**config.mk**
```make
export PLATFORM = sky130hd
export DESIGN_NAME = word_narrow_tx
export DESIGN_NICKNAME = d
export VERILOG_FILES = /design/src/rtl/word_narrow_tx_pkg.sv /design/src/rtl/byte_fit_chk.sv /design/src/rtl/word_narrow_tx.sv
export SDC_FILE = /design/constraint.sdc
export NUM_CORES = 1
export LEC_CHECK = 0
export BUFFER_PORTS_ARGS = -buffer_cell sky130_fd_sc_hd__buf_2
export CORE_MARGIN = 10
export CORE_UTILIZATION = 33
export CTS_BUF_LIST = sky130_fd_sc_hd__clkbuf_8
export CTS_CLUSTER_SIZE = 20
export DETAILED_ROUTE_END_ITERATION = 12
export PLACE_DENSITY = 0.5
export SLEW_MARGIN = 20
export SYNTH_ARGS = -nofsm -noshare
export SYNTH_HDL_FRONTEND = slang
export SYNTH_SLANG_ARGS = --single-unit
```
**constraint.sdc**
```tcl
create_clock -name clk -period 3.1 [get_ports clk]
set_clock_uncertainty 0.05 [all_clocks]
set_input_delay 0.155 -clock clk [delete_from_list [all_inputs] [get_ports clk]]
set_output_delay 0.155 -clock clk [all_outputs]
set_load 0.01 [all_outputs]
```
**src/rtl/word_narrow_tx_pkg.sv**
```systemverilog
// Shared widths and FSM encoding for the 16-to-8 transmit narrower.
package wisc_narrow_pkg;

  localparam int BYTE_W = 8;
  localparam int WORD_W = 16;
  localparam int CNT_W  = 16;

  typedef enum logic [1:0] {
    EMPTY   = 2'd0,
    SEND_LO = 2'd1,
    SEND_HI = 2'd2
  } state_t;

endpackage

```
**src/rtl/byte_fit_chk.sv**
```systemverilog
// Decides whether a 16-bit word survives a round trip through one byte plus
// sign/zero extension, i.e. the exact inverse of the 8-to-16 extender.
module byte_fit_chk
  import wisc_narrow_pkg::*;
(
  input  logic [WORD_W-1:0] in_data,
  input  logic              in_sign,
  output logic              fit
);

  logic signed [BYTE_W-1:0] lo_s;
  logic        [BYTE_W-1:0] ext_hi;

  // The high byte must equal what the extender would regenerate from the low byte.
  always_comb begin
    lo_s   = signed'(in_data[BYTE_W-1:0]);
    ext_hi = in_sign ? {BYTE_W{lo_s[BYTE_W-1]}} : '0;
    fit    = (in_data[WORD_W-1:BYTE_W] == ext_hi);
  end

endmodule

```
**src/rtl/word_narrow_tx.sv**
```systemverilog
// Transmit-side narrower: emits each accepted 16-bit word as a one-byte frame
// when it fits the extension rule, otherwise as a two-byte frame (low first).
module word_narrow_tx
  import wisc_narrow_pkg::*;
(
  input  logic              clk,
  input  logic              rst_n,
  input  logic              in_valid,
  output logic              in_ready,
  input  logic [WORD_W-1:0] in_data,
  input  logic              in_sign,
  output logic              out_valid,
  input  logic              out_ready,
  output logic [BYTE_W-1:0] out_byte,
  output logic              out_first,
  output logic              out_last,
  output logic              out_sign,
  input  logic              clr_cnt,
  output logic [CNT_W-1:0]  short_cnt,
  output logic [CNT_W-1:0]  long_cnt
);

  state_t              state_q;
  state_t              state_d;
  logic                in_fit;
  logic [WORD_W-1:0]   hold_data_p0;
  logic                hold_fit_p0;
  logic                hold_sign_p0;
  logic                frame_done;
  logic                accept;

  byte_fit_chk u_fit (
    .in_data (in_data),
    .in_sign (in_sign),
    .fit     (in_fit)
  );

  // Handshake: a new word is taken when idle or on the edge the current frame finishes.
  always_comb begin
    frame_done = out_ready && (((state_q == SEND_LO) && hold_fit_p0) || (state_q == SEND_HI));
    in_ready   = rst_n && ((state_q == EMPTY) || frame_done);
    accept     = in_valid && in_ready;
  end

  // ---- stage p0: hold register (word payload needs no reset; state gates its use) ----
  // Capture the payload of each accepted word.
  always_ff @(posedge clk) begin
    if (accept) begin
      hold_data_p0 <= in_data;
    end
  end

  // Capture the frame-shape controls of each accepted word.
  always_ff @(posedge clk or negedge rst_n) begin
    if (!rst_n) begin
      hold_fit_p0  <= 1'b0;
      hold_sign_p0 <= 1'b0;
    end else if (accept) begin
      hold_fit_p0  <= in_fit;
      hold_sign_p0 <= in_sign;
    end
  end

  // FSM state register.
  always_ff @(posedge clk or negedge rst_n) begin
    if (!rst_n) begin
      state_q <= EMPTY;
    end else begin
      state_q <= state_d;
    end
  end

  // Next state and byte-stream outputs; outputs depend only on held state so they stay stable under stall.
  always_comb begin
    state_d   = state_q;
    out_valid = 1'b0;
    out_byte  = '0;
    out_first = 1'b0;
    out_last  = 1'b0;
    out_sign  = 1'b0;
    case (state_q)
      EMPTY: begin
        if (accept) state_d = SEND_LO;
      end
      SEND_LO: begin
        out_valid = 1'b1;
        out_byte  = hold_data_p0[BYTE_W-1:0];
        out_first = 1'b1;
        out_last  = hold_fit_p0;
        out_sign  = hold_sign_p0;
        if (out_ready) begin
          if (hold_fit_p0) state_d = accept ? SEND_LO : EMPTY;
          else             state_d = SEND_HI;
        end
      end
      SEND_HI: begin
        out_valid = 1'b1;
        out_byte  = hold_data_p0[WORD_W-1:BYTE_W];
        out_last  = 1'b1;
        out_sign  = hold_sign_p0;
        if (out_ready) state_d = accept ? SEND_LO : EMPTY;
      end
      default: state_d = EMPTY;
    endcase
  end

  // Frame counters; a clear wins over a same-cycle completion.
  always_ff @(posedge clk or negedge rst_n) begin
    if (!rst_n) begin
      short_cnt <= '0;
      long_cnt  <= '0;
    end else if (clr_cnt) begin
      short_cnt <= '0;
      long_cnt  <= '0;
    end else if (frame_done) begin
      if (state_q == SEND_LO) short_cnt <= short_cnt + CNT_W'(1);
      else                    long_cnt  <= long_cnt + CNT_W'(1);
    end
  end

endmodule
```
==> results.ini <==
[worst_setup_path]
endpoint_kind = flop
cp.arrival_ns = 2.60
crit_fanout = 15
rrSetupSlack_ns = 0.68
cp_data_required_time_ns = 3.28
start_kind = flop
critical_path_class = reg -> reg

[routing]
wl_per_cell_um = 15.0
via_per_inst = 4.99
initialDrtViolationCount = 51
drtAntennaViolNets = 0
wl_um = 6270
via_count = 2092
drt-pass1-iter-count = 4
drc = 0

[floorplanning]
fp.dieW_um = 108
die_h_um = 108
start_util = 0.335
die_area_um2 = 11600
ios = 67
rows = 32
core_um2 = 7610

[sta]
period_needed_ns = 2.42
relSlewSlack = 0.604
fin_tns_setup_ns = 0
fin_crit_sh = 0.781
hold_viol = 0
rsz0062_at_grt = false
hold_ws_ns = 0.0373
fmax_mhz = 413
slew_viol_final = 0
setup_viol = 0
tightest_slew_ns = 0.594

[cts]
numCtsBuffers = 5
clk_latency_ns = 0.31
cts.sinks = 52
cts_tree = done
clockBufferDepth = 2
path_clk_slew_ns = 0.11
htree_levels = 2
clockRootBuffer = clkbuf_8
post_cts_buffers = 0
post_cts_resized = 0

[power]
switching_power_w = 0.000555
comb_power_share = 0.296
p_int_w = 0.00114
ir_drop_mv = 0.270
power_density_nw_per_um2 = 523
p_seq_frac = 0.464
p_clk_frac = 0.240
p_leak_nw = 1.44
netSwitchingFraction = 0.327

[grt]
overflow = 0
grt_max_degree = 39
grt_pass1_wl_um = 10400
antenna_found_initial = 0
grt_usage = 0.109
grt_pass1_vias = 2165

[worst_hold_path]
hp-class = in -> reg

[placement]
gp_congestion = 0.744
hpwl_um = 4610
io_buffers = 66

[logic_synthesis]
syn_nets = 261
synth_top_cell_area_share = 0.353
synth_edf_count = 16
synthArstFlopShare = 0.692
synth.most_common_cell = dfrtp_1
yosys_warnings = 0
syn_avg_cell_area_um2 = 10.9
synth_top_area_cell = dfrtp_1
synth_ff_type = dfrtp_1
synth_common_cells = 36 x dfrtp_1, 21 x nor2_1, 16 x edfxtp_1
ys_seq_area_frac = 0.541
synthTopCellsByArea = dfrtp_1 35%, edfxtp_1 19%, xor2_1 4.1%, nor2_1 3.1%, a21oi_1 2.9%
syn_inst = 233
synth_area_um2 = 2550
synth_cell_types = 43
yosys_register_bits = 52

[cells_and_area]
diodes = 0
multiInputGateArea_um2 = 1100
syn2layout_area_growth_pct = 27.2
drive_above_1_share = 0.262
regArea_um2 = 1380
final_nets = 344
fillers = 749

[flow_run]
drv_cap = 0

[run_status]
status = finished clean

[cell usage in the layout (no fill, tap or decap), types with 2 or more instances in the layout]
cell / synthesis / layout
a21oi_1: 15 / 15
a22oi_1: 8 / 8
and2_1: 4 / 4
and3_1: 2 / 2
and4_1: 6 / 6
buf_2: 4 / 66
buf_4: 0 / 3
clkbuf_8: 0 / 5
dfrtp_1: 36 / 36
dlygate4sd3_1: 0 / 17
edfxtp_1: 16 / 16
ha_1: 6 / 6
inv_1: 4 / 4
inv_6: 0 / 2
mux2_2: 2 / 2
mux2i_1: 3 / 3
nand2_1: 11 / 11
nand3_1: 4 / 4
nand4_1: 6 / 6
nor2_1: 21 / 21
nor2b_1: 9 / 9
nor4_1: 3 / 3
o2111ai_1: 2 / 2
o211ai_1: 6 / 6
o21ai_0: 11 / 11
o31ai_1: 4 / 4
or3_1: 11 / 11
or4_1: 3 / 3
xnor2_1: 4 / 4
xor2_1: 12 / 12
[worst max-delay path, stage by stage (launching register included)]
cell,delay (ns)
dfrtp_1,0.42
inv_1,0.10
ha_1,0.50
o211a_1,0.46
o21ai_1,0.22
or4_1,0.45
a21oi_1,0.15
[flip-flops by register name, summed over array words and instances (netlist names)]
| register | flops |
|---|---|
| hold_fit_p0 | 1 |
| hold_data_p0 | 16 |
| short_cnt | 16 |
| long_cnt | 16 |
| state_q | 2 |
| hold_sign_p0 | 1 |
[power groups by stage]
stage / clock [W] / sequential [W] / combinational [W]
global placement: 0 / 0.000799 / 0.000492
global route: 0.000460 / 0.000791 / 0.000563
finish: 0.000407 / 0.000787 / 0.000503
floorplan: 0 / 0.000797 / 0.000319
detailed placement: 0 / 0.000801 / 0.000495
CTS: 0.000426 / 0.000787 / 0.000511
[kinds of logic after synthesis]
| logic type | count (synthesis) | share of synthesized area |
|---|---|---|
| buf+inv | 14 | 0.0255 |
| flops | 52 | 0.541 |
| compound gates | 54 | 0.141 |
| mux | 5 | 0.0206 |
| fa+ha+maj | 6 | 0.0294 |
| simple gates | 86 | 0.187 |
| xor+xnor | 16 | 0.0549 |
[layout make-up]
cell class	instances	share of cell area
sequential	52	0.426
multi-input combinational	167	0.340
timing repair buffer	86	0.161
tap	102	0.0393
clock buffer	5	0.0212
clock inverter	3	0.00771
inverter	4	0.00463
[final timing paths]
| check | startpoint | depth (start not counted) | to |
|---|---|---|---|
| worst max register to register | state_q[1] | 6 | short_cnt[12] |
| worst min register to register | hold_sign_p0 | 1 | hold_sign_p0 |
| max in group asynchronous | rst_n | 3 | long_cnt[1] |
| worst min-delay path | in_sign | 2 | hold_sign_p0 |
| min in group asynchronous | rst_n | 3 | short_cnt[10] |
| worst max-delay path | state_q[1] | 6 | short_cnt[12] |
[metal layers]
metal	share of wire	global-route usage	vias up
met3	0.068	0.0431	5
met1	0.46	0.132	1008
met5	0	0	-
met4	0.0067	0.0267	0
met2	0.47	0.176	51
li1	-	-	1028
[stage by stage]
stage	instances	worst slack [ns]	instance area (um2)	utilization	total power, W
final	419	0.680	3250	0.427	0.00170
after global routing	419	0.465	3250	0.427	0.00181
after CTS	418	0.681	3240	0.425	0.00172
after detailed placement	394	0.714	2980	0.392	0.00130
after global placement	394	0.792	2980	0.392	0.00129
after floorplan	233	0.740	2550	-	0.00112
[timing repair]
item,CTS,global route
hold buffers,16,1
endpoints found under the setup margin,0,0
hold endpoints to repair,51,1
No activity file was read; power rests on OpenSTA's default activity.
